**config.mk**
```make
export PLATFORM = sky130hd
export DESIGN_NAME = beam_scan_ctrl
export DESIGN_NICKNAME = d
export VERILOG_FILES = /design/src/rtl/beam_pkg.sv /design/src/rtl/beam_valid_pipe.sv /design/src/rtl/beam_scan_ctrl.sv
export SDC_FILE = /design/constraint.sdc
export NUM_CORES = 1
export LEC_CHECK = 0
export BUFFER_PORTS_ARGS = -buffer_cell sky130_fd_sc_hd__buf_2
export CAP_MARGIN = 30
export CORE_MARGIN = 2
export CORE_UTILIZATION = 35
export CTS_BUF_LIST = sky130_fd_sc_hd__clkbuf_4 sky130_fd_sc_hd__clkbuf_8 sky130_fd_sc_hd__clkbuf_16
export DETAILED_ROUTE_END_ITERATION = 10
export HOLD_SLACK_MARGIN = 0.1
export PLACE_DENSITY_LB_ADDON = 0.2
export SLEW_MARGIN = 20
export SYNTH_ARGS = -nofsm -noshare
export SYNTH_HDL_FRONTEND = slang
export SYNTH_HIERARCHICAL = 1
export SYNTH_SLANG_ARGS = --single-unit
```
**constraint.sdc**
```tcl
create_clock -name clk -period 1.6 [get_ports clk]
set_input_delay 0.16 -clock clk [delete_from_list [all_inputs] [get_ports clk]]
set_output_delay 0.16 -clock clk [all_outputs]
set_load 0.05 [all_outputs]
```
**src/rtl/beam_pkg.sv**
```systemverilog
// Shared types and width helpers for the beam scan sequencer.
// Default geometry values live here so the top and benches agree on them.
package beam_pkg;

    typedef enum logic [2:0] {
        IDLE,
        LOAD,
        FIRE,
        BLANK,
        ACQ,
        DRAIN,
        HOLD
    } beam_state_e;

    localparam int DEF_NUM_CHANNELS     = 4;
    localparam int DEF_NUM_LINES        = 64;
    localparam int DEF_SAMPLES_PER_LINE = 1024;
    localparam int DEF_BLANK_CYCLES     = 16;
    localparam int DEF_SUM_LATENCY      = 1;
    localparam int DEF_DELAY_WIDTH      = 8;

    // Field width that never collapses to zero for single-entry ranges.
    function automatic int clog2w(input int n);
        return (n <= 2) ? 1 : $clog2(n);
    endfunction

    localparam int DEF_LINE_W = clog2w(DEF_NUM_LINES);
    localparam int DEF_SAMP_W = clog2w(DEF_SAMPLES_PER_LINE);
    localparam int DEF_CH_W   = clog2w(DEF_NUM_CHANNELS);
    localparam int DEF_ADDR_W = clog2w(DEF_NUM_LINES * DEF_NUM_CHANNELS);

endpackage

```
**src/rtl/beam_valid_pipe.sv**
```systemverilog
// Delays the capture enable by the summer latency so sum_valid lines up with
// the summer output; a flush empties it when a frame is abandoned.
module beam_valid_pipe
    import beam_pkg::*;
#(
    parameter int DEPTH = 1
) (
    input  logic clk,
    input  logic reset,
    input  logic flush_i,
    input  logic valid_i,
    output logic valid_o
);

    logic [DEPTH-1:0] pipe_q;

    always_ff @(posedge clk) begin
        if (reset || flush_i) begin
            pipe_q <= '0;
        end else begin
            pipe_q[0] <= valid_i;
            for (int i = 1; i < DEPTH; i++) begin
                pipe_q[i] <= pipe_q[i-1];
            end
        end
    end

    assign valid_o = pipe_q[DEPTH-1];

endmodule

```
**src/rtl/beam_scan_ctrl.sv**
```systemverilog
// Per-line sequencer for the receive beamformer: delay load, transmit,
// blanking, sample capture and summer drain, repeated over a frame.
module beam_scan_ctrl
    import beam_pkg::*;
#(
    parameter  int NUM_CHANNELS     = DEF_NUM_CHANNELS,
    parameter  int NUM_LINES        = DEF_NUM_LINES,
    parameter  int SAMPLES_PER_LINE = DEF_SAMPLES_PER_LINE,
    parameter  int BLANK_CYCLES     = DEF_BLANK_CYCLES,
    parameter  int SUM_LATENCY      = DEF_SUM_LATENCY,
    parameter  int DELAY_WIDTH      = DEF_DELAY_WIDTH,
    localparam int ADDR_W           = clog2w(NUM_LINES * NUM_CHANNELS),
    localparam int CH_W             = clog2w(NUM_CHANNELS),
    localparam int LINE_W           = clog2w(NUM_LINES),
    localparam int SAMP_W           = clog2w(SAMPLES_PER_LINE)
) (
    input  logic                   clk,
    input  logic                   reset,
    input  logic                   start,
    input  logic                   abort,
    input  logic                   line_hold,
    output logic [ADDR_W-1:0]      dly_rd_addr,
    input  logic [DELAY_WIDTH-1:0] dly_rd_data,
    output logic                   dly_wr_en,
    output logic [CH_W-1:0]        dly_wr_ch,
    output logic [DELAY_WIDTH-1:0] dly_wr_val,
    output logic                   tx_fire,
    output logic                   sample_en,
    output logic                   sum_valid,
    output logic [LINE_W-1:0]      line_idx,
    output logic [SAMP_W-1:0]      sample_idx,
    output logic                   line_done,
    output logic                   frame_done,
    output logic                   busy
);

    // One shared phase counter must reach the longest phase of any state.
    localparam int MAX_A   = (NUM_CHANNELS > BLANK_CYCLES) ? NUM_CHANNELS : BLANK_CYCLES;
    localparam int MAX_B   = (SAMPLES_PER_LINE > SUM_LATENCY) ? SAMPLES_PER_LINE : SUM_LATENCY;
    localparam int CNT_MAX = (MAX_A > MAX_B) ? MAX_A : MAX_B;
    localparam int CNT_W   = clog2w(CNT_MAX + 1);

    localparam logic [CNT_W-1:0]  LOAD_LAST  = CNT_W'(NUM_CHANNELS);
    localparam logic [CNT_W-1:0]  BLANK_LAST = CNT_W'(BLANK_CYCLES - 1);
    localparam logic [CNT_W-1:0]  ACQ_LAST   = CNT_W'(SAMPLES_PER_LINE - 1);
    localparam logic [CNT_W-1:0]  DRAIN_LAST = CNT_W'(SUM_LATENCY - 1);
    localparam logic [LINE_W-1:0] LINE_LAST  = LINE_W'(NUM_LINES - 1);
    localparam logic [ADDR_W-1:0] CH_STRIDE  = ADDR_W'(NUM_CHANNELS);

    beam_state_e       state_q, state_d;
    logic [CNT_W-1:0]  cnt_q, cnt_d;
    logic [LINE_W-1:0] line_q, line_d;

    always_ff @(posedge clk) begin
        if (reset) begin
            state_q <= IDLE;
            cnt_q   <= '0;
            line_q  <= '0;
        end else begin
            state_q <= state_d;
            cnt_q   <= cnt_d;
            line_q  <= line_d;
        end
    end

    always_comb begin
        state_d = state_q;
        cnt_d   = cnt_q;
        line_d  = line_q;
        case (state_q)
            IDLE: begin
                if (start) begin
                    state_d = LOAD;
                    cnt_d   = '0;
                    line_d  = '0;
                end
            end
            LOAD: begin
                if (cnt_q == LOAD_LAST) begin
                    state_d = FIRE;
                    cnt_d   = '0;
                end else begin
                    cnt_d = cnt_q + 1'b1;
                end
            end
            FIRE: begin
                state_d = BLANK;
                cnt_d   = '0;
            end
            BLANK: begin
                if (cnt_q == BLANK_LAST) begin
                    state_d = ACQ;
                    cnt_d   = '0;
                end else begin
                    cnt_d = cnt_q + 1'b1;
                end
            end
            ACQ: begin
                if (cnt_q == ACQ_LAST) begin
                    state_d = DRAIN;
                    cnt_d   = '0;
                end else begin
                    cnt_d = cnt_q + 1'b1;
                end
            end
            DRAIN: begin
                if (cnt_q == DRAIN_LAST) begin
                    cnt_d = '0;
                    if (line_q == LINE_LAST) begin
                        state_d = IDLE;
                    end else if (line_hold) begin
                        state_d = HOLD;
                    end else begin
                        state_d = LOAD;
                        line_d  = line_q + 1'b1;
                    end
                end else begin
                    cnt_d = cnt_q + 1'b1;
                end
            end
            HOLD: begin
                if (!line_hold) begin
                    state_d = LOAD;
                    cnt_d   = '0;
                    line_d  = line_q + 1'b1;
                end
            end
            default: begin
                state_d = IDLE;
                cnt_d   = '0;
            end
        endcase
        // Abort wins over everything, including a simultaneous start in IDLE.
        if (abort) begin
            state_d = IDLE;
            cnt_d   = '0;
            line_d  = line_q;
        end
    end

    // Table data returns one cycle after its address, so each write trails its read by one.
    always_comb begin
        dly_rd_addr = '0;
        dly_wr_en   = 1'b0;
        dly_wr_ch   = '0;
        dly_wr_val  = '0;
        tx_fire     = 1'b0;
        sample_en   = 1'b0;
        sample_idx  = '0;
        line_done   = 1'b0;
        frame_done  = 1'b0;
        busy        = (state_q != IDLE);
        case (state_q)
            LOAD: begin
                if (cnt_q < LOAD_LAST) begin
                    dly_rd_addr = ADDR_W'(line_q) * CH_STRIDE + ADDR_W'(cnt_q);
                end
                if (cnt_q != '0) begin
                    dly_wr_en  = 1'b1;
                    dly_wr_ch  = CH_W'(cnt_q - 1'b1);
                    dly_wr_val = dly_rd_data;
                end
            end
            FIRE: tx_fire = 1'b1;
            ACQ: begin
                sample_en  = 1'b1;
                sample_idx = SAMP_W'(cnt_q);
            end
            DRAIN: begin
                if (cnt_q == DRAIN_LAST && !abort) begin
                    line_done  = 1'b1;
                    frame_done = (line_q == LINE_LAST);
                end
            end
            default: ;
        endcase
    end

    assign line_idx = line_q;

    beam_valid_pipe #(
        .DEPTH(SUM_LATENCY)
    ) u_valid_pipe (
        .clk    (clk),
        .reset  (reset),
        .flush_i(abort),
        .valid_i(sample_en),
        .valid_o(sum_valid)
    );

endmodule

```
# Word-level counts from Yosys, hierarchy flattened
# Cells that the tools add are included.
# word_totals
output_inout_bits,41
inputBits,13
ff_bits,21
word_cells,75
# op_classes
n_bitwise,1
eq_ne,17
n_reduce_logical,12
mux,36
n_lt_le_gt_ge,1
addsub,4
# op_table
op,n
two-way mux 11 bit,6
case mux 11 bit (6 select lines),1
two-way mux 8 bit,4
two-way mux 3 bit,8
two-way mux 6 bit,4
case mux 3 bit (7 select lines),1
case mux 6 bit (3 select lines),1
!= test 2 bit (second input constant),7
adder 11 x 1 -> 11 bit (second input constant),1
equality test 11 x 10 -> 1 bit (second input constant),1
equality test 11 x 3 -> 1 bit (second input constant),1
equality test 11 x 4 -> 1 bit (second input constant),1
zero test 11 bit,1
< comparator 11 x 3 -> 1 bit (second input constant),1
nonzero test 11 bit,1
two-way mux 10 bit,1
equality test 3 bit (second input constant),3
adder 8 bit,1
two-way mux 1 bit,8
adder 6 x 1 -> 6 bit (second input constant),1
equality test 3 x 2 -> 1 bit (second input constant),2
equality test 6 bit (second input constant),1
AND reduction 6 bit,1
nonzero test 3 bit,2
11 further kinds,12

# Logic depth before layout (Yosys ltp)
# Gate-level depths: netlist (run 1).
# depth
depth_word,5
depth_mapped,7
mapped_depth_nobuf,7

# Modules after synthesis
# The synthesis (run 1) kept the hierarchy.
# by_module_without_submodules
mod,area_each_um2,n_inst,seq_area_each_um2,cells_each
beam_scan_ctrl,1610.3,1,400.4,211
beam_valid_pipe,32.5,1,20.0,2

# Least setup slack after synthesis (run 1)
# No wires, ideal clock.
# synth_path
kind,register -> output
startpoint,reg cnt_q[4]
endpoint,out frame_done
required_ns,1.440
slack_ns,-2.007
path_stages_with_launch,6
t_arrival_ns,3.447
path_buffers,1
cell_sequence,dfxtp_1 > nor4_2 > nand4_1 > clkbuf_1 > nor3_1 > nor3b_1
# synth_via
elab_chain_len,4
# synth_lines
element,line,text
from (decl),beam_scan_ctrl.sv:51,"logic [CNT_W-1:0] cnt_q, cnt_d;"
from (signal assigned),beam_scan_ctrl.sv:61,cnt_q <= cnt_d;
zero test 11 bit,beam_scan_ctrl.sv:170,if (cnt_q == DRAIN_LAST && !abort) begin
logical AND 1 bit,beam_scan_ctrl.sv:170,
two-way mux 1 bit,beam_scan_ctrl.sv:170,
two-way mux 1 bit,beam_scan_ctrl.sv:153,case (state_q)
to (decl),beam_scan_ctrl.sv:33,"output logic frame_done,"
# Every way passes these cells.

# Worst setup path after layout (run 1)
# layout_path
startpoint,reg cnt_q[2]
endpoint,out dly_rd_addr[6]
# layout_via
elab_chain_len,3
elab_cells_between_ends,4
cone_classes,add/sub: 1; order compare: 1; mux: 2
# layout_lines
element,line,text
< comparator 11 x 3 -> 1 bit or adder 8 bit (tied branches),"beam_scan_ctrl.sv:155, beam_scan_ctrl.sv:156",
two-way mux 8 bit *,beam_scan_ctrl.sv:155,if (cnt_q < LOAD_LAST) begin
two-way mux 8 bit *,beam_scan_ctrl.sv:153,
to (decl),beam_scan_ctrl.sv:22,"output logic [ADDR_W-1:0] dly_rd_addr,"
# Mark *: on every way between the ends. The rest lies on a longest branch, timed or not.

==> results of run 1 <==
## path summary, 6_finish.rpt
path / startpoint / end / slack [ns] / cells after the start
max: cnt_q[2] / dly_rd_addr[6] / -0.47 / 7
max reg2reg: cnt_q[9] / line_idx[3] / -0.35 / 7
min reg2reg: cnt_q[1] / cnt_q[1] / 0.59 / 2
min: reset / u_valid_pipe/valid_o / 0.19 / 2
## cell families after synthesis
kind of cell,after synthesis,share of synthesized area (%)
simple gates,108,36.8
compound gates,42,17.5
mux,1,0.609
buf+inv,18,4.72
fa+ha+maj,9,7.31
xor+xnor,14,7.46
flops,21,25.6
## final cells by class
class / instances / area (um^2)
clock inverters: 1 / 5.00
inverters: 6 / 25.0
flip-flops and latches: 21 / 454
repair buffers: 140 / 1340
multi-input cells: 174 / 1680
well taps: 52 / 65.1
fillers: 248 / 836
clock buffers: 3 / 41.3
## power by group through the flow
stage,Clock [uW],Sequential (uW),Combinational [uW]
2_1_floorplan,0,537,103
3_3_place_gp,0,537,180
3_5_place_dp,0,537,181
4_1_cts,368,520,223
5_1_grt,399,520,276
6_report,368,519,267
## metrics by stage
step                worst slack [ns]  TNS (ns)
floorplan                     -0.640     -3.65
global route                  -0.515    -17.12
finish                        -0.468    -13.66
detailed placement            -0.268     -5.28
CTS                           -0.420     -8.37
global placement              -0.216     -4.57
## synthesized netlist by cell type (3+ instances only)
cell type	instances	area share (%)
sky130_fd_sc_hd__a21oi_1	15	4.6
sky130_fd_sc_hd__or2_2	3	1.1
sky130_fd_sc_hd__and3_1	11	4.2
sky130_fd_sc_hd__and2_1	12	4.6
sky130_fd_sc_hd__o21ai_0	7	2.1
sky130_fd_sc_hd__xnor2_1	10	5.3
sky130_fd_sc_hd__xor2_1	4	2.1
sky130_fd_sc_hd__nor3b_1	3	1.4
sky130_fd_sc_hd__buf_2	7	2.1
sky130_fd_sc_hd__nand3_1	7	2.1
sky130_fd_sc_hd__dfxtp_1	21	26
sky130_fd_sc_hd__ha_1	8	6.1
sky130_fd_sc_hd__nand2_1	14	3.2
sky130_fd_sc_hd__inv_1	6	1.4
sky130_fd_sc_hd__nor2b_1	4	1.5
sky130_fd_sc_hd__nor3_1	10	3.0
sky130_fd_sc_hd__nand2b_1	4	1.5
sky130_fd_sc_hd__a32o_1	6	3.7
sky130_fd_sc_hd__nor2_1	22	5.0
sky130_fd_sc_hd__a21o_1	4	1.8
sky130_fd_sc_hd__nand3b_1	3	1.4
sky130_fd_sc_hd__clkbuf_1	3	0.69
## per-layer routing
layer | wire (um) | vias up | track usage (%) | share of wire (%)
met3 | 448 | 43 | 3.33 | 5.8
met5 | 0 | - | 0 | 0
met4 | 425 | 0 | 9.67 | 5.5
met1 | 3030 | 1076 | 30.4 | 39
met2 | 3800 | 134 | 44.5 | 49
li1 | - | 1020 | - | -
## timing repair
action / in CTS / in global routing
pin swaps: 36 / 18
setup buffers: 18 / 13
endpoints found under the setup margin: 52 / 54
gates cloned: 2 / 0
resized for setup: 135 / 53
## registers in the layout, summed over array words and instances (netlist names)
name,count
cnt_q,11
line_idx,6
state_q,3
u_valid_pipe/valid_o,1
==> out/qor.txt, run 1 <==
RUN STATUS
-------------------------------------------------------------------------------------------------
Outcome ............................................................................ finished, violations left
Failing checks ..................................................................... negative setup slack

SYNTHESIS
-------------------------------------------------------------------------------------------------
Count of flip-flops with a built-in enable after synthesis .........................            0
Sequential cell area fraction in the yosys report ..................................        25.6%
Flip-flop and latch count after synthesis ..........................................           21
Average size of a mapped cell ......................................................    7.71 um^2
Number of distinct library cell variants in the gate-level netlist after synthesis .           46
Primary flip-flop cell chosen by synthesis mapping ................................. sky130_fd_sc_hd__dfxtp_1
Number of warning messages in the yosys log ........................................            6
Cell area after synthesis .......................................................... 0.00164 mm^2
Async set-reset flop share out of synthesis ........................................           0%
Synthesized instance count .........................................................          213
Mapped Nets ........................................................................          235

TIMING
-------------------------------------------------------------------------------------------------
Smallest hold slack ................................................................     0.189 ns
Part of the cycle the worst path needs .............................................         129%
Number of max-slew violations in the final report ..................................            0
Count of endpoints failing setup in the final report ...............................           50
Final hold vios ....................................................................            0
Measured slew at the worst slew-check pin ..........................................     0.447 ns
Final setup skew ...................................................................   0.00322 ns
PnR worst setup slack ..............................................................    -0.468 ns
Final critical-path required period ................................................      2.07 ns
Achievable clock frequency .........................................................      484 MHz
Relative slew slack ................................................................        69.9%
Setup repair after global routing missed its margin ................................         true

WORST HOLD PATH
-------------------------------------------------------------------------------------------------
Class of the most critical hold timing path ........................................ input port to flop

PLACE
-------------------------------------------------------------------------------------------------
Gpl congestion .....................................................................        0.886
Placed Cells .......................................................................          364
Instance area at placement ......................................................... 0.00263 mm^2
Number of buffers added on ports ...................................................           53
Post-detail-place hpwl .............................................................      3.83 mm

CLOCK TREE
-------------------------------------------------------------------------------------------------
Clock-pin slew on the worst setup and hold paths ...................................      0.08 ns
Clock tree from TritonCTS ..........................................................         done
Htree depth ........................................................................            1
Skew-Pair Late Insertion Delay .....................................................      0.27 ns
Max Root-Sink Buffers ..............................................................            2
CTS Sinks ..........................................................................           21
Master cell of the clock root buffer ............................................... sky130_fd_sc_hd__clkbuf_8
Clock buffers created by TritonCTS .................................................            3
Hold buffer count at CTS ...........................................................            0

FLOORPLANNING
-------------------------------------------------------------------------------------------------
Die height .........................................................................      72.5 um
Core area .......................................................................... 0.00444 mm^2
Width of the chip ..................................................................      72.5 um
Die area ........................................................................... 0.00526 mm^2
Top-level I/O count ................................................................           54
Effective utilization at floorplan .................................................        37.0%
Core Rows ..........................................................................           24

FINISH
-------------------------------------------------------------------------------------------------
Share of final-layout standard cells stronger than drive strength 1 ................        71.3%
Post-Route Utilization .............................................................        81.2%
Commonest non-fill, non-tap cell in the layout ..................................... sky130_fd_sc_hd__buf_4
Number of inserted diodes ..........................................................            0
Final standard cell count with taps included and fillers excluded ..................          397
Leading cell types in the layout, fill and taps excluded ........................... 61 x sky130_fd_sc_hd__buf_4, 33 x sky130_fd_sc_hd__buf_6, 23 x sky130_fd_sc_hd__buf_8
Post-route cell area ............................................................... 0.00361 mm^2
Number of nets in the layout .......................................................          368
Area growth from synthesis to layout ...............................................         120%

CRITICAL PATH
-------------------------------------------------------------------------------------------------
Max incr delay on CP ...............................................................      0.36 ns
Startpoint class of the critical path ..............................................         flop
Kind of end point of the critical path .............................................  output port
Cells along the critical path ...................................................... ha_4, fa_2, a21o_1, a21oi_2, xor2_2, nor2_4, buf_6
Largest delay contributor family on the critical path ..............................  adder cells
Critical path buffers and inverters ................................................            1
Max FO, Critical Path ..............................................................            2
Worst endpoint required time .......................................................      1.44 ns
Crit path DAT ......................................................................      1.91 ns
Cell with the biggest individual delay on the critical path ........................ sky130_fd_sc_hd__dfxtp_4
Category of the critical setup timing path ......................................... flop to output port

GLOBAL ROUTING
-------------------------------------------------------------------------------------------------
Vias in the first global route .....................................................         2043
Global-route usage over all layers .................................................        25.0%
Grt total ovfl .....................................................................            0
Wire length of the first global-routing pass .......................................      10.1 mm
Largest net degree at the start of global routing ..................................           13
Initial antenna violation count ....................................................            0

DETAILED ROUTING
-------------------------------------------------------------------------------------------------
Post-DR wirelength/cell ............................................................      19.4 um
Number of remaining DRC errors .....................................................            0
First-pass iteration count of the detailed router ..................................            4
Detail Route Antenna Nets ..........................................................            0
Detailed router's first-iteration violation count ..................................          177
Post-Route WL ......................................................................      7.70 mm
Vias after detailed routing ........................................................         2273
Avg Vias per Cell ..................................................................         5.73

POWER
-------------------------------------------------------------------------------------------------
Clock power frac ...................................................................        31.9%
Share of power burned in combinational logic .......................................        23.1%
Relative contribution of sequential cells to total power ...........................        45.0%
Net switching component of the power ...............................................       342 uW
Sw Share ...........................................................................        29.6%
Internal portion of total power ....................................................       813 uW
Overall power ......................................................................      1150 uW
Leakage power ......................................................................   0.00151 uW
Worst VDD drop .....................................................................       282 uV
Power density normalized to cell area ..............................................  320 mW/mm^2

JOB
-------------------------------------------------------------------------------------------------
MaxCap Viol Count ..................................................................            0

(Power assumes the default switching activity.)
==> inputs of run 2 (changes only) <==
--- a/config.mk
+++ b/config.mk
@@ -7,12 +7,14 @@
 export LEC_CHECK = 0
 export BUFFER_PORTS_ARGS = -buffer_cell sky130_fd_sc_hd__buf_2
 export CAP_MARGIN = 30
+export CORE_ASPECT_RATIO = 1.75
 export CORE_MARGIN = 2
 export CORE_UTILIZATION = 35
 export CTS_BUF_LIST = sky130_fd_sc_hd__clkbuf_4 sky130_fd_sc_hd__clkbuf_8 sky130_fd_sc_hd__clkbuf_16
 export DETAILED_ROUTE_END_ITERATION = 10
 export HOLD_SLACK_MARGIN = 0.1
 export PLACE_DENSITY_LB_ADDON = 0.2
+export SKIP_CTS_REPAIR_TIMING = 1
 export SLEW_MARGIN = 20
 export SYNTH_ARGS = -nofsm -noshare
 export SYNTH_HDL_FRONTEND = slang
==> out/qor.txt, run 2 (synthesis gave the netlist of run 1 again) <==
TIMING
----------------------------------------------------------------------------------
Final critical-path required period .................................      2.01 ns
Accumulated negative setup slack ....................................    -10.53 ns
PnR worst setup slack ...............................................    -0.408 ns
Measured slew at the worst slew-check pin ...........................     0.422 ns
Setup repair after global routing missed its margin .................         true
Relative slew slack .................................................        71.6%
Part of the cycle the worst path needs ..............................         126%
Final setup skew ....................................................   0.00459 ns
Count of endpoints failing setup in the final report ................           47
Achievable clock frequency ..........................................      498 MHz
Number of max-slew violations in the final report ...................            0
Final hold vios .....................................................            0

CLOCK TREE
----------------------------------------------------------------------------------
Skew-Pair Late Insertion Delay ......................................      0.26 ns
Max Root-Sink Buffers ...............................................            2
CTS Sinks ...........................................................           21
Clock tree from TritonCTS ...........................................         done
Clock buffers created by TritonCTS ..................................            3
Htree depth .........................................................            1
Master cell of the clock root buffer ................................ sky130_fd_sc_hd__clkbuf_8
Clock-pin slew on the worst setup and hold paths ....................      0.08 ns

FINISH
----------------------------------------------------------------------------------
Register bank with the most flops ...................................        cnt_q
Number of inserted diodes ...........................................            0
Area growth from synthesis to layout ................................         109%
Commonest non-fill, non-tap cell in the layout ...................... sky130_fd_sc_hd__buf_4
Number of nets in the layout ........................................          362
Leading cell types in the layout, fill and taps excluded ............ 58 x sky130_fd_sc_hd__buf_4, 28 x sky130_fd_sc_hd__buf_6, 23 x sky130_fd_sc_hd__buf_2
Flip-flop count of the largest register, all copies and words added .           11
Filler Cell Count ...................................................          305
Final standard cell count with taps included and fillers excluded ...          391
Post-route cell area ................................................ 0.00344 mm^2
Share of final-layout standard cells stronger than drive strength 1 .        70.5%

PLACE
----------------------------------------------------------------------------------
Gpl congestion ......................................................        0.858
Placed Cells ........................................................          371
Post-detail-place hpwl ..............................................      4.42 mm
Number of buffers added on ports ....................................           53
Instance area at placement .......................................... 0.00269 mm^2
Pre-CTS worst setup slack ...........................................    -0.229 ns

CRITICAL PATH
----------------------------------------------------------------------------------
Kind of end point of the critical path ..............................  output port
Worst endpoint required time ........................................      1.44 ns
Crit path DAT .......................................................      1.85 ns
Startpoint class of the critical path ...............................         flop
Category of the critical setup timing path .......................... flop to output port
Max FO, Critical Path ...............................................            6

GLOBAL ROUTING
----------------------------------------------------------------------------------
Wire length of the first global-routing pass ........................      8.54 mm
Largest net degree at the start of global routing ...................           12
Global-route usage over all layers ..................................        20.2%
Grt total ovfl ......................................................            0
Vias in the first global route ......................................         1849
Initial antenna violation count .....................................            0

JOB
----------------------------------------------------------------------------------
MaxCap Viol Count ...................................................            0

DETAILED ROUTING
----------------------------------------------------------------------------------
Detail Route Antenna Nets ...........................................            0
Number of remaining DRC errors ......................................            0
Avg Vias per Cell ...................................................         5.18
Post-Route WL .......................................................      6.26 mm
Met1 Routed Length ..................................................      2.26 mm
Detailed router's first-iteration violation count ...................           20
Top Metal Used ......................................................         met4
First-pass iteration count of the detailed router ...................            4
Post-DR wirelength/cell .............................................      16.0 um
Met3 wire length ....................................................       138 um
Met2 wire length ....................................................      3.65 mm
Vias after detailed routing .........................................         2026

POWER
----------------------------------------------------------------------------------
Power density normalized to cell area ...............................  337 mW/mm^2
Leakage power .......................................................   0.00148 uW
Worst VDD drop ......................................................       355 uV
Sw Share ............................................................        27.4%
Relative contribution of sequential cells to total power ............        44.7%
Clock power frac ....................................................        31.9%
Internal portion of total power .....................................       840 uW
Share of power burned in combinational logic ........................        23.5%
Net switching component of the power ................................       318 uW

FLOORPLANNING
----------------------------------------------------------------------------------
Width of the chip ...................................................      55.8 um
Core area ........................................................... 0.00458 mm^2
Effective utilization at floorplan ..................................        35.8%
Top-level I/O count .................................................           54
Die area ............................................................ 0.00528 mm^2
Die height ..........................................................      94.6 um
Core Rows ...........................................................           33

RUN STATUS
----------------------------------------------------------------------------------
Failing checks ...................................................... negative setup slack
Outcome ............................................................. finished, violations left

WORST HOLD PATH
----------------------------------------------------------------------------------
Class of the most critical hold timing path ......................... input port to flop

run 2: per-stage QoR:
| stage | utilization (%) | hold WS [ns] | power, uW |
|---|---|---|---|
| after global placement | 58.7 | 0.468 | 732 |
| after CTS | 59.8 | 0.189 | 1100 |
| final | 75.1 | 0.194 | 1160 |
| after detailed placement | 58.7 | 0.463 | 732 |
| after global routing | 75.1 | 0.196 | 1200 |
| after floorplan | - | 0.229 | 640 |
run 2: power by group through the flow:
stage          Clock (uW)  Combinational, uW  Sequential, uW
2_1_floorplan           0                103             537
3_3_place_gp            0                195             536
3_5_place_dp            0                196             536
4_1_cts               377                196             524
5_1_grt               393                285             518
6_report              369                272             517
run 2: layout make-up:
type	instances	area [um^2]	area share, %
Inverter	6	22.5	0.655
Clock buffer	4	48.8	1.42
Tap cell	52	65.1	1.89
Multi-Input combinational cell	174	1580	46.0
Timing Repair Buffer	134	1260	36.7
Sequential cell	21	460	13.4
run 2: path summary, 6_finish.rpt:
| path | startpoint | endpoint | slack, ns | cells past startpoint |
|---|---|---|---|---|
| setup / recovery | cnt_q[4] | dly_rd_addr[7] | -0.41 | 7 |
| hold / removal | reset | u_valid_pipe/valid_o | 0.19 | 2 |
| setup reg to reg | cnt_q[9] | line_idx[3] | -0.30 | 8 |
| hold reg to reg | cnt_q[1] | cnt_q[1] | 0.58 | 2 |
run 2: routing by layer:
| metal | vias up | track usage, % |
|---|---|---|
| met5 | - | 0 |
| met4 | 0 | 5.49 |
| met3 | 16 | 1.37 |
| met2 | 43 | 43.1 |
| met1 | 957 | 20.2 |
| li1 | 1010 | - |
run 2: critical path, stage by stage, from the launching register on:
cell and delay (ns):
sky130_fd_sc_hd__dfxtp_2 0.34, sky130_fd_sc_hd__buf_4 0.16, sky130_fd_sc_hd__ha_1 0.32, sky130_fd_sc_hd__a21oi_2 0.18
sky130_fd_sc_hd__o21ai_1 0.09, sky130_fd_sc_hd__xnor2_1 0.26, sky130_fd_sc_hd__nor2_4 0.06, sky130_fd_sc_hd__buf_4 0.19
